--- src/rtl/fp_issue_ctrl_if.sv ---
// ============================================================================
// Module   : fp_issue_ctrl_if
// Function : FP issue controller handshake and decoded-control bundle
// Revision : 1.0
// ============================================================================
`default_nettype none

interface fp_issue_ctrl_if;
  logic        instr_valid;
  logic [31:0] instr;
  logic        instr_ready;
  logic [2:0]  fp_alu_ctrl;
  logic        fp_alu_src;
  logic        fp_reg_dst;
  logic [4:0]  Rs;
  logic [4:0]  Rt;
  logic [4:0]  Rd;
  logic [15:0] immediate;
  logic        fp_write_en;
  logic        busy;
  logic        illegal;
  logic [7:0]  retired;

  modport master (
    output instr_valid, instr,
    input  instr_ready, fp_alu_ctrl, fp_alu_src, fp_reg_dst, Rs, Rt, Rd,
           immediate, fp_write_en, busy, illegal, retired
  );

  modport slave (
    input  instr_valid, instr,
    output instr_ready, fp_alu_ctrl, fp_alu_src, fp_reg_dst, Rs, Rt, Rd,
           immediate, fp_write_en, busy, illegal, retired
  );
endinterface

`default_nettype wire

--- src/rtl/fp_issue_ctrl.sv ---
// ============================================================================
// Module   : fp_issue_ctrl
// Function : single-issue FP decode/issue controller with per-op latency
// Revision : 1.0
// ============================================================================
`default_nettype none

module fp_issue_ctrl #(
  parameter int LAT_ADDSUB = 3,
  parameter int LAT_MUL    = 4,
  parameter int LAT_DIV    = 10,
  parameter int LAT_SQRT   = 16,
  parameter int LAT_CVT    = 2
) (
  input  logic          cpu_clk,
  input  logic          reset,
  fp_issue_ctrl_if.slave bus
);

  typedef enum logic [1:0] {
    S_IDLE  = 2'd0,
    S_EXEC  = 2'd1,
    S_WRITE = 2'd2
  } state_t;

  // Counter preloads are latency-1 so EXEC lasts exactly LAT cycles.
  localparam logic [4:0] c_lat_addsub_m1 = 5'(LAT_ADDSUB - 1);
  localparam logic [4:0] c_lat_mul_m1    = 5'(LAT_MUL - 1);
  localparam logic [4:0] c_lat_div_m1    = 5'(LAT_DIV - 1);
  localparam logic [4:0] c_lat_sqrt_m1   = 5'(LAT_SQRT - 1);
  localparam logic [4:0] c_lat_cvt_m1    = 5'(LAT_CVT - 1);

  state_t      r_state;
  state_t      w_state_nxt;
  logic [4:0]  r_cnt;
  logic [4:0]  w_cnt_nxt;

  logic        w_accept;
  logic        w_legal;
  logic [2:0]  w_ctrl;
  logic        w_src;
  logic        w_dst;
  logic [4:0]  w_lat_m1;

  logic [2:0]  r_ctrl;
  logic        r_src;
  logic        r_dst;
  logic [4:0]  r_rs;
  logic [4:0]  r_rt;
  logic [4:0]  r_rd;
  logic [15:0] r_imm;
  logic        r_ill;
  logic [7:0]  r_retired;

  assign w_accept = bus.instr_valid && (r_state == S_IDLE);

  always_comb begin
    w_legal  = 1'b0;
    w_ctrl   = 3'b000;
    w_src    = 1'b0;
    w_dst    = 1'b1;
    w_lat_m1 = 5'd0;
    case (bus.instr[31:26])
      6'h11: begin
        w_legal = 1'b1;
        case (bus.instr[5:0])
          6'h00:   begin w_ctrl = 3'b000; w_lat_m1 = c_lat_addsub_m1; end
          6'h01:   begin w_ctrl = 3'b001; w_lat_m1 = c_lat_addsub_m1; end
          6'h02:   begin w_ctrl = 3'b010; w_lat_m1 = c_lat_mul_m1;    end
          6'h03:   begin w_ctrl = 3'b011; w_lat_m1 = c_lat_div_m1;    end
          6'h04:   begin w_ctrl = 3'b100; w_lat_m1 = c_lat_sqrt_m1;   end
          6'h24:   begin w_ctrl = 3'b101; w_lat_m1 = c_lat_cvt_m1;    end
          default: w_legal = 1'b0;
        endcase
      end
      6'h12: begin
        w_legal  = 1'b1;
        w_src    = 1'b1;
        w_dst    = 1'b0;
        w_lat_m1 = c_lat_addsub_m1;
      end
      default: w_legal = 1'b0;
    endcase
  end

  always_ff @(posedge cpu_clk) begin
    if (reset) begin
      r_state <= S_IDLE;
      r_cnt   <= 5'd0;
    end else begin
      r_state <= w_state_nxt;
      r_cnt   <= w_cnt_nxt;
    end
  end

  always_comb begin
    w_state_nxt = r_state;
    w_cnt_nxt   = r_cnt;
    case (r_state)
      S_IDLE: begin
        if (w_accept && w_legal) begin
          w_state_nxt = S_EXEC;
          w_cnt_nxt   = w_lat_m1;
        end
      end
      S_EXEC: begin
        if (r_cnt == 5'd0) w_state_nxt = S_WRITE;
        else               w_cnt_nxt   = r_cnt - 5'd1;
      end
      S_WRITE: w_state_nxt = S_IDLE;
      default: w_state_nxt = S_IDLE;
    endcase
  end

  // Decoded fields only change on a legal accept; illegal words leave them intact.
  always_ff @(posedge cpu_clk) begin
    if (reset) begin
      r_ctrl    <= 3'b000;
      r_src     <= 1'b0;
      r_dst     <= 1'b0;
      r_rs      <= 5'd0;
      r_rt      <= 5'd0;
      r_rd      <= 5'd0;
      r_imm     <= 16'd0;
      r_ill     <= 1'b0;
      r_retired <= 8'd0;
    end else begin
      r_ill <= w_accept && !w_legal;
      if (w_accept && w_legal) begin
        r_ctrl <= w_ctrl;
        r_src  <= w_src;
        r_dst  <= w_dst;
        r_rs   <= bus.instr[25:21];
        r_rt   <= bus.instr[20:16];
        r_rd   <= bus.instr[15:11];
        r_imm  <= bus.instr[15:0];
      end
      if (r_state == S_WRITE) r_retired <= r_retired + 8'd1;
    end
  end

  assign bus.instr_ready = (r_state == S_IDLE);
  assign bus.busy        = (r_state != S_IDLE);
  assign bus.fp_write_en = (r_state == S_WRITE);
  assign bus.illegal     = r_ill;
  assign bus.retired     = r_retired;
  assign bus.fp_alu_ctrl = r_ctrl;
  assign bus.fp_alu_src  = r_src;
  assign bus.fp_reg_dst  = r_dst;
  assign bus.Rs          = r_rs;
  assign bus.Rt          = r_rt;
  assign bus.Rd          = r_rd;
  assign bus.immediate   = r_imm;

endmodule

`default_nettype wire

--- src/flat_wrapper.sv ---
// flat-port wrapper written by rule: the top's interface ports become plain ports
module fp_issue_ctrl_flat 
#(
  parameter int LAT_ADDSUB = 3,
  parameter int LAT_MUL    = 4,
  parameter int LAT_DIV    = 10,
  parameter int LAT_SQRT   = 16,
  parameter int LAT_CVT    = 2
)
  (cpu_clk, reset, bus_instr_valid, bus_instr, bus_instr_ready, bus_fp_alu_ctrl, bus_fp_alu_src, bus_fp_reg_dst, bus_Rs, bus_Rt, bus_Rd, bus_immediate, bus_fp_write_en, bus_busy, bus_illegal, bus_retired);
  fp_issue_ctrl_if bus_i ();
  input  logic cpu_clk;
  input  logic reset;
  input wire logic [$bits(bus_i.instr_valid)-1:0] bus_instr_valid;
  input wire logic [$bits(bus_i.instr)-1:0] bus_instr;
  output wire logic [$bits(bus_i.instr_ready)-1:0] bus_instr_ready;
  output wire logic [$bits(bus_i.fp_alu_ctrl)-1:0] bus_fp_alu_ctrl;
  output wire logic [$bits(bus_i.fp_alu_src)-1:0] bus_fp_alu_src;
  output wire logic [$bits(bus_i.fp_reg_dst)-1:0] bus_fp_reg_dst;
  output wire logic [$bits(bus_i.Rs)-1:0] bus_Rs;
  output wire logic [$bits(bus_i.Rt)-1:0] bus_Rt;
  output wire logic [$bits(bus_i.Rd)-1:0] bus_Rd;
  output wire logic [$bits(bus_i.immediate)-1:0] bus_immediate;
  output wire logic [$bits(bus_i.fp_write_en)-1:0] bus_fp_write_en;
  output wire logic [$bits(bus_i.busy)-1:0] bus_busy;
  output wire logic [$bits(bus_i.illegal)-1:0] bus_illegal;
  output wire logic [$bits(bus_i.retired)-1:0] bus_retired;
  assign bus_i.instr_valid = bus_instr_valid;
  assign bus_i.instr = bus_instr;
  assign bus_instr_ready = bus_i.instr_ready;
  assign bus_fp_alu_ctrl = bus_i.fp_alu_ctrl;
  assign bus_fp_alu_src = bus_i.fp_alu_src;
  assign bus_fp_reg_dst = bus_i.fp_reg_dst;
  assign bus_Rs = bus_i.Rs;
  assign bus_Rt = bus_i.Rt;
  assign bus_Rd = bus_i.Rd;
  assign bus_immediate = bus_i.immediate;
  assign bus_fp_write_en = bus_i.fp_write_en;
  assign bus_busy = bus_i.busy;
  assign bus_illegal = bus_i.illegal;
  assign bus_retired = bus_i.retired;
  fp_issue_ctrl #(.LAT_ADDSUB(LAT_ADDSUB), .LAT_MUL(LAT_MUL), .LAT_DIV(LAT_DIV), .LAT_SQRT(LAT_SQRT), .LAT_CVT(LAT_CVT)) u_core (.cpu_clk(cpu_clk), .reset(reset), .bus(bus_i));
endmodule
--- config.mk ---
export PLATFORM = sky130hd
export DESIGN_NAME = fp_issue_ctrl_flat
export DESIGN_NICKNAME = d
export VERILOG_FILES = /design/src/rtl/fp_issue_ctrl_if.sv /design/src/rtl/fp_issue_ctrl.sv /design/src/flat_wrapper.sv
export SDC_FILE = /design/constraint.sdc
export NUM_CORES = 1
export LEC_CHECK = 0
export BUFFER_PORTS_ARGS = -buffer_cell sky130_fd_sc_hd__buf_2
export CORE_MARGIN = 4
export CORE_UTILIZATION = 35
export CTS_CLUSTER_SIZE = 14
export DETAILED_ROUTE_END_ITERATION = 16
export SYNTH_ARGS = -nofsm -noshare
export SYNTH_HDL_FRONTEND = slang
export SYNTH_SLANG_ARGS = --single-unit
--- constraint.sdc ---
create_clock -name cpu_clk -period 2.2 [get_ports cpu_clk]
set_input_delay 0.11 -clock cpu_clk [delete_from_list [all_inputs] [get_ports cpu_clk]]
set_output_delay 0.11 -clock cpu_clk [all_outputs]
set_load 0.01 [all_outputs]
==> qor.yml, run 1 <==
power_and_ir_drop:
  powerDensity_mw_per_mm2: 623
  finalPower_mw: 1.59
  leakage_nw: 1.15
  p_seq_share_pct: 53.8
  pwr-share-comb_pct: 5.6
  swShare_pct: 20.7
  vdd_drop_max_v: 0.000349
  p_int_mw: 1.26
  power.share.clock_pct: 40.6
  switchingPower_uw: 330
grt:
  antenna_found_initial: 0
  grt_max_degree: 30
  grt_overflow_total: 0
  grt_pass1_wl_um: 8260
  grt.total_usage_pct: 14.3
  grt_pass1_vias: 1708
floorplan:
  die_h_um: 83.4
  die_width_um: 83.4
  rows: 27
  dieArea_sq_mm: 0.00695
  start_util_pct: 36.1
  core_sq_mm: 0.00551
  pin_count: 83
timing:
  final.setup.worst_slack_ns: 0.461
  maxSlewHeadroom_pct: 64.4
  fin_crit_ns: 1.74
  rsz0062_at_grt: "no"
  slew_viol_final: 0
  worst_pin_slew_ns: 0.533
  holdWs_ns: 0.0420
  fin_crit_sh_pct: 79.0
  clock_skew_ns: 0.00156
  hold_viol: 0
  final.setup.tns_ns: 0
  max_freq_mhz: 575
  setup_viol: 0
clocking:
  cts-resized-gates: 0
  cts_hold_buf: 0
  cts-root-buf: "clkbuf_8"
  cts_buffer_depth: 2
  cts_max_level: 2
  tritoncts: "built"
  cts_buffers: 5
  cts.sinks: 47
  path_clk_slew_ns: 0.08
  post_cts_buffers: 0
  clk_latency_ns: 0.29
final_layout:
  final_cell_area_sq_mm: 0.00255
  area.growth.synth_to_final_pct: 28.4
  mostFrequentLayoutCells: "82 x buf_2, 59 x nand2_1, 47 x dfxtp_1"
  nNetsFinal: 354
  drive_above_1_share_pct: 32.4
  n_antenna_cell: 0
  final_common_cell: "buf_2"
synth:
  syn-cell-area_sq_mm: 0.00199
  synth.ff_latch_count: 47
  async_reset_ff_share_pct: 0
  synth_edf_count: 0
  syn_avg_cell_area_sq_um: 8.28
  synth_top_cell_by_area: "dfxtp_1"
  synthCells: 240
  yosysSeqAreaShare_pct: 47.3
  ys_warn_count: 0
  ys.flop_type: "dfxtp_1"
  synth_top_area_share_pct: 47.3
  yosysUniqueCellTypes: 41
  syn_nets: 277
  synth_area_leaders: "dfxtp_1 47%, nand2_1 11%, a21oi_1 8.8%"
critical_path:
  crit_type: "register to register"
  r2r-start: "u_core.r_state[0]"
  critPathLaunchType: "register"
  reg2reg_to: "u_core.bus.fp_alu_ctrl[0]"
  regToRegSetupSlack_ns: 0.46
  crit_required_ns: 2.37
  critPathArrivalTime_ns: 1.91
  crit_fanout: 21
  endpoint_kind: "register"
  r2r_cells: 6
worst_hold_path:
  whs_endpoint: "u_core.bus.Rs[1]"
  hold_start: "bus_instr[22]"
  hold_depth: 3
  hold_path_class: "input port to register"
placed_design:
  dp_hpwl_um: 3710
  gp_congestion: 0.780
  placed_cell_area_sq_mm: 0.00244
  pre_cts_slack_ns: 0.385
  port_buffers: 82
route:
  wl_um: 4900
  dr.first_iter.drc_count: 96
  wire_per_inst_um: 12.6
  drc: 0
  drt-vias-per-instance: 4.82
  dr.pass1.iters: 4
  antenna_left: 0
  vias: 1879
flow_run:
  maxCapViolations: 0
outcome:
  status: "complete, no violations"
## stage by stage
| stage | utilization (%) | std cells |
|---|---|---|
| finish | 46.4 | 390 |
| detailed placement | 44.2 | 382 |
| global placement | 44.2 | 382 |
| global route | 46.4 | 390 |
| floorplan | - | 240 |
| CTS | 46.4 | 390 |
## layer usage
layer	track usage [%]	vias to the layer above	part of all wire (%)
li1	-	963	-
met1	19.3	846	47
met2	20.9	64	43
met3	5.95	6	8.7
met4	3.57	0	0.92
met5	0	-	0
## power by group through the flow
stage	clock network (mW)	registers, mW	logic (mW)
6_report	0.645	0.856	0.0891
5_1_grt	0.712	0.857	0.0997
4_1_cts	0.669	0.856	0.0902
3_5_place_dp	0	0.876	0.0898
3_3_place_gp	0	0.877	0.0897
2_1_floorplan	0	0.878	0.0389
## worst max path at each step
stage                     slack [ns]                         to  cells after the start         startpoint
after detailed placement        0.38  u_core.bus.fp_alu_ctrl[0]                      7      bus_instr[29]
final                           0.46  u_core.bus.fp_alu_ctrl[0]                      6  u_core.r_state[0]
after floorplan                 0.67            u_core.r_cnt[0]                      6    u_core.r_cnt[0]
after CTS                       0.43  u_core.bus.fp_alu_ctrl[0]                      6  u_core.r_state[0]
after global placement          0.45  u_core.bus.fp_alu_ctrl[0]                      7      bus_instr[29]
after global routing            0.27  u_core.bus.fp_alu_ctrl[0]                      6  u_core.r_state[0]
## flip-flops by register name, summed over array words and instances (netlist names)
register and count:
u_core.bus.illegal 1, u_core.bus.immediate 15, u_core.bus.fp_alu_src 1, u_core.bus.Rt 5, u_core.bus.Rd 1, u_core.bus.fp_reg_dst 1, u_core.bus.fp_alu_ctrl 3, u_core.bus.retired 8
u_core.bus.Rs 5, u_core.r_cnt 5, u_core.r_state 2
## worst max-delay path, cell delays in order (launching register included)
cell and delay, ns:
dfxtp_1 0.32, nor2_1 0.16, nand2_1 0.24, a21o_1 0.37, buf_4 0.27, a22oi_1 0.20
nor2_1 0.06
## cell type report
class / instances / area (sq um)
fill: 571 / 2950
sequential: 47 / 941
multi-input combinational: 170 / 931
timing repair buffer: 88 / 455
tap: 72 / 90.1
clock buffer: 6 / 82.6
clock inverter: 2 / 35.0
inverter: 5 / 18.8
## logic make-up after synthesis
family | after synthesis | synth area share [%]
AOI/OAI and AO/OA | 54 | 16.6
xor gates and xnor gates | 5 | 2.20
adders and majority gates | 2 | 1.26
buffers and inverters | 23 | 5.85
DFF | 47 | 47.3
muxes | 2 | 1.01
and+or+nand+nor | 107 | 25.8
## synthesized netlist by cell type, types with 2 or more instances
library cell  number
a211oi_1           2
a21oi_1           35
a22oi_1            2
buf_2              6
buf_4              6
clkbuf_1           5
dfxtp_1           47
ha_1               2
inv_1              5
mux2i_1            2
nand2_1           59
nand4_1            3
nor2_1            19
nor2b_1            4
nor3_1             8
nor4b_1            3
o21ai_0            3
or3_1              3
xor2_1             4
No activity file was read; power rests on OpenSTA's default activity.
==> run 2: changes to the inputs <==
clock period = 1.6 ns   (was 2.2 ns; I/O delays follow)
==> qor.yml, run 2 (same netlist as run 1, synthesis figures left out) <==
critical_path:
  cp_top_family: "compound AO/OA/AOI/OAI gates"
  critPathArrivalTime_ns: 1.71  # -0.20 ns
  reg2reg_to: "u_core.r_cnt[0]"
  crit_path_start: "u_core.r_cnt[0]"
  path_buf_inv: 2  # +1
  slowest_stage: "dfxtp_1"
  crit_path_frequent_cell: "inv_1"
  crit_fanout: 4  # -81%
  cp-endpoint: "u_core.r_cnt[0]"
  r2r_cells: 6  # unchanged
  regToRegSetupSlack_ns: 0.09  # -0.37 ns
  crit_type: "register to register"
  r2r-start: "u_core.r_cnt[0]"
  crit_chain: "inv_1, ha_2, inv_1, o41a_1, or2_4, o211a_1"
  max_stage_delay_ns: 0.34  # -0.03 ns
  endpoint_kind: "register"
  crit_cells: 6  # unchanged
  crit_required_ns: 1.79  # -0.58 ns
  critPathLaunchType: "register"
final_layout:
  final_common_cell: "buf_2"
  nNetsFinal: 363  # +2.5%
  largest_reg_flops: 15  # unchanged
  instances_no_fill: 398  # +2.1%
  n_antenna_cell: 0  # unchanged
  drive_above_1_share_pct: 35.0  # +2.6 points
  mostFrequentLayoutCells: "82 x buf_2, 58 x nand2_1, 47 x dfxtp_1"
  area.growth.synth_to_final_pct: 32.2
floorplan:
  start_util_pct: 36.1  # unchanged
  core_sq_mm: 0.00551  # unchanged
  rows: 27  # unchanged
  die_width_um: 83.4  # unchanged
  die_h_um: 83.4  # unchanged
  dieArea_sq_mm: 0.00695  # unchanged
  pin_count: 83  # unchanged
grt:
  grt_max_degree: 27  # -10%
  grt_pass1_vias: 1741  # +1.9%
  grt_overflow_total: 0  # unchanged
  grt.total_usage_pct: 13.8  # -0.43 points
  grt_pass1_wl_um: 8020  # -2.8%
  antenna_found_initial: 0  # unchanged
flow_run:
  maxCapViolations: 0  # unchanged
route:
  drt-vias-per-instance: 4.78  # -0.71%
  dr.pass1.iters: 4  # unchanged
  vias: 1904  # +1.3%
  drc: 0  # unchanged
  antenna_left: 0  # unchanged
  wire_per_inst_um: 12.3  # -2.2%
  dr.first_iter.drc_count: 48  # -50%
  wl_um: 4890  # -0.22%
power_and_ir_drop:
  vdd_drop_max_v: 0.000634  # +82%
  pwr-share-comb_pct: 6.8  # +1.2 points
  powerDensity_mw_per_mm2: 764  # +23%
  p_seq_share_pct: 58.6  # +4.8 points
  power.share.clock_pct: 34.6  # -6.0 points
  leakage_nw: 1.18  # +2.6%
  switchingPower_uw: 470  # +43%
  p_int_mw: 1.54  # +22%
  swShare_pct: 23.4  # +2.7 points
outcome:
  status: "complete, no violations"
clocking:
  cts_buffer_depth: 2  # unchanged
  path_clk_slew_ns: 0.09  # about the same
  cts_max_level: 2  # unchanged
  clk_latency_ns: 0.30  # about the same
  cts-root-buf: "clkbuf_8"
  cts.sinks: 47  # unchanged
  tritoncts: "built"
  cts_buffers: 5  # unchanged
timing:
  maxSlewHeadroom_pct: 65.9  # +1.4 points
  clock_skew_ns: 0.00697  # +0.00541 ns
  max_freq_mhz: 662  # +15%
  final.setup.tns_ns: 0  # unchanged
  fin_crit_sh_pct: 94.5  # +15 points
  final.setup.worst_slack_ns: 0.0886  # -0.373 ns
  slew_viol_final: 0  # unchanged
  setup_viol: 0  # unchanged
  fin_crit_ns: 1.51  # -0.227 ns
  worst_pin_slew_ns: 0.512  # -0.0216 ns
  rsz0062_at_grt: "no"
  hold_viol: 0  # unchanged
placed_design:
  gp_congestion: 0.749  # -4.0%
  port_buffers: 82  # unchanged
  pre_cts_slack_ns: 0.0358  # -0.349 ns
  dp_hpwl_um: 3650  # -1.6%
  placed_cells: 391  # +2.4%
worst_hold_path:
  hold_path_class: "input port to register"
[run 2: worst min path at each step]
stage | depth (start not counted) | to | from | slack (ns)
floorplan | 2 | u_core.bus.Rs[0] | bus_instr[21] | 0.22
global placement | 3 | u_core.bus.immediate[8] | bus_instr[8] | 0.32
detailed placement | 3 | u_core.bus.Rt[1] | bus_instr[17] | 0.33
CTS | 3 | u_core.bus.immediate[8] | bus_instr[8] | 0.0006
global route | 3 | u_core.bus.Rd[4] | bus_instr[15] | 0.002
finish | 3 | u_core.bus.Rd[4] | bus_instr[15] | 0.01
[run 2: per-layer routing]
metal | vias to the layer above | GRT usage, % | share of wire [%]
li1 | 980 | - | -
met4 | 0 | 4.75 | 1.0
met1 | 863 | 17.4 | 47
met3 | 5 | 3.87 | 6.4
met2 | 56 | 22.7 | 46
met5 | - | 0 | 0
[run 2: power groups by stage]
stage / logic, mW / clock network, mW / registers (mW)
2_1_floorplan: 0.0535 / 0 / 1.21
3_3_place_gp: 0.136 / 0 / 1.20
3_5_place_dp: 0.136 / 0 / 1.20
4_1_cts: 0.136 / 0.737 / 1.18
5_1_grt: 0.150 / 0.781 / 1.18
6_report: 0.136 / 0.695 / 1.18
[run 2: tightest hold or removal path, cell delays in order]
cell and delay [ns]:
buf_2 0.10, nand2_1 0.04, a21oi_1 0.05
[run 2: what timing repair did]
item,CTS,global route
endpoints found under the setup margin,0,28
buffers inserted,0,0
resized for setup,0,5
hold buffers,0,0
[run 2: final cells by class]
| class | instances | area, sq um |
|---|---|---|
| inverters | 5 | 18.8 |
| multi-input cells | 170 | 947 |
| clock inverters | 2 | 13.8 |
| repair buffers | 97 | 548 |
| fillers | 569 | 2880 |
| clock buffers | 5 | 68.8 |
| well taps | 72 | 90.1 |
| flip-flops and latches | 47 | 941 |
[run 2: through the flow]
stage | hold slack, ns | area [sq um] | util, % | power [mW]
finish | 0.0132 | 2630 | 47.7 | 2.01
global route | 0.00241 | 2630 | 47.7 | 2.11
CTS | 0.000602 | 2610 | 47.4 | 2.05
detailed placement | 0.328 | 2530 | 45.9 | 1.34
global placement | 0.322 | 2530 | 45.9 | 1.34
floorplan | 0.216 | 1990 | - | 1.26
==> run 3: changes to the inputs <==
PLACE_DENSITY = 0.7   (was not set)
==> qor.yml, run 3 (same netlist as run 1, synthesis figures left out) <==
outcome:
  status: "complete, no violations"
timing:
  final.setup.tns_ns: 0  # unchanged
  rsz0062_at_grt: "no"
  slew_viol_final: 0  # unchanged
  worst_pin_slew_ns: 0.465  # -0.0466 ns
  setup_viol: 0  # unchanged
  fin_crit_ns: 1.50  # -0.00946 ns
  max_freq_mhz: 666  # +0.63%
  hold_viol: 0  # unchanged
  fin_crit_sh_pct: 93.9  # -0.59 points
  maxSlewHeadroom_pct: 68.6  # +2.7 points
  final.setup.worst_slack_ns: 0.0980  # +0.00946 ns
  clock_skew_ns: 0.00741  # +0.000442 ns
route:
  dr.first_iter.drc_count: 87  # +81%
  top_layer_used: "met4"
  met1_length_um: 2260  # -1.3%
  wl_um: 4850  # -0.82%
  met3_length_um: 362  # +15%
  antenna_left: 0  # unchanged
  drc: 0  # unchanged
  drt-vias-per-instance: 4.82  # +0.69%
  wl_met2_um: 2210  # -1.2%
  wire_per_inst_um: 12.1  # -1.1%
  vias: 1922  # +0.95%
  dr.pass1.iters: 4  # unchanged
final_layout:
  seqCellArea_sq_um: 941  # unchanged
  final_common_cell: "buf_2"
  instances_no_fill: 399  # +0.25%
  n_antenna_cell: 0  # unchanged
  n_fill_cell: 566  # -0.53%
  nNetsFinal: 363  # unchanged
  final_util_pct: 47.4  # -0.32 points
  mostFrequentLayoutCells: "82 x buf_2, 59 x nand2_1, 47 x dfxtp_1"
  largest_reg_flops: 15  # unchanged
  drive_above_1_share_pct: 34.6  # -0.41 points
  multiInputGateArea_sq_um: 942  # -0.53%
  area.growth.synth_to_final_pct: 31.3
grt:
  grt_overflow_total: 0  # unchanged
  antenna_found_initial: 0  # unchanged
  grt_pass1_wl_um: 8090  # +0.77%
  grt.total_usage_pct: 13.8  # -0.015 points
  grt_max_degree: 26  # -3.7%
  grt_pass1_vias: 1800  # +3.4%
critical_path:
  crit_chain: "inv_1, ha_1, inv_1, o41a_1, or2_4, o211a_1"
  critPathArrivalTime_ns: 1.69  # -0.02 ns
  crit_required_ns: 1.78  # about the same
  crit_fanout: 4  # unchanged
  max_stage_delay_ns: 0.35  # about the same
  critPathLaunchType: "register"
  crit_type: "register to register"
  crit_path_frequent_cell: "inv_1"
  endpoint_kind: "register"
  slowest_stage: "o41a_1"
clocking:
  cts.sinks: 47  # unchanged
  cts_buffer_depth: 2  # unchanged
  cts_buffers: 5  # unchanged
  cts-root-buf: "clkbuf_8"
  post_cts_buffers: 0  # unchanged
  path_clk_slew_ns: 0.08  # about the same
  clk_latency_ns: 0.29  # about the same
  tritoncts: "built"
  cts_max_level: 2  # unchanged
placed_design:
  placed_cells: 391  # unchanged
  pre_cts_slack_ns: 0.0172  # -0.0186 ns
  port_buffers: 82  # unchanged
  dp_hpwl_um: 3720  # +2.0%
  gp_congestion: 0.836  # +12%
power_and_ir_drop:
  powerDensity_mw_per_mm2: 767  # +0.43%
  vdd_drop_max_v: 0.000465  # -27%
  leakage_nw: 1.18  # about the same
  finalPower_mw: 2.00  # -0.24%
floorplan:
  die_h_um: 83.4  # unchanged
  die_width_um: 83.4  # unchanged
  pin_count: 83  # unchanged
  rows: 27  # unchanged
  dieArea_sq_mm: 0.00695  # unchanged
  start_util_pct: 36.1  # unchanged
  core_sq_mm: 0.00551  # unchanged
flow_run:
  maxCapViolations: 0  # unchanged
worst_hold_path:
  hold_path_class: "input port to register"
## run 3: repair_timing
| action | CTS | global route |
|---|---|---|
| setup endpoints to repair | 0 | 23 |
| resized for setup | 0 | 5 |
| hold buffers | 0 | 0 |
| endpoints found under the hold margin | 0 | 0 |
## run 3: cell type report
| type | instances | share of cell area, % |
|---|---|---|
| Clock buffer | 5 | 2.64 |
| Clock inverter | 3 | 0.719 |
| Sequential cell | 47 | 36.0 |
| Timing Repair Buffer | 97 | 20.3 |
| Multi-Input combinational cell | 170 | 36.1 |
| Inverter | 5 | 0.719 |
| Tap cell | 72 | 3.45 |
## run 3: worst paths after layout
| check | cells after the start | slack (ns) | to | start |
|---|---|---|---|---|
| max reg2reg | 6 | 0.1 | u_core.r_cnt[0] | u_core.r_cnt[0] |
| min | 3 | 0.02 | u_core.bus.immediate[8] | bus_instr[8] |
| min reg2reg | 2 | 0.46 | u_core.bus.immediate[6] | u_core.bus.immediate[6] |
| max | 6 | 0.1 | u_core.r_cnt[0] | u_core.r_cnt[0] |
## run 3: per-stage QoR
step           area, sq um  hold slack (ns)
2_1_floorplan         1990            0.216
3_3_place_gp          2500            0.325
3_5_place_dp          2500            0.327
4_1_cts               2590           0.0111
5_1_grt               2610          0.00504
6_report              2610           0.0206
## run 3: routing by layer
layer,GRT usage [%],up-vias
li1,-,981
met1,18.6,875
met2,21.7,64
met3,4.27,2
met4,2.97,0
met5,0,-
## run 3: worst max-delay path, delay by kind of cell, from the launching register on
kind	cells	cell delay, ns
compound gates	2	0.55
flops	1	0.33
simple gates	1	0.26
fa+ha+maj	1	0.15
buf+inv	2	0.11
## run 3: where the power goes
group | total (mW) | switching, mW | internal (mW)
Sequential | 1.18 | 0.00321 | 1.17
Combinational | 0.132 | 0.0707 | 0.0617
Clock | 0.693 | 0.386 | 0.308
Total | 2.00 | 0.460 | 1.54
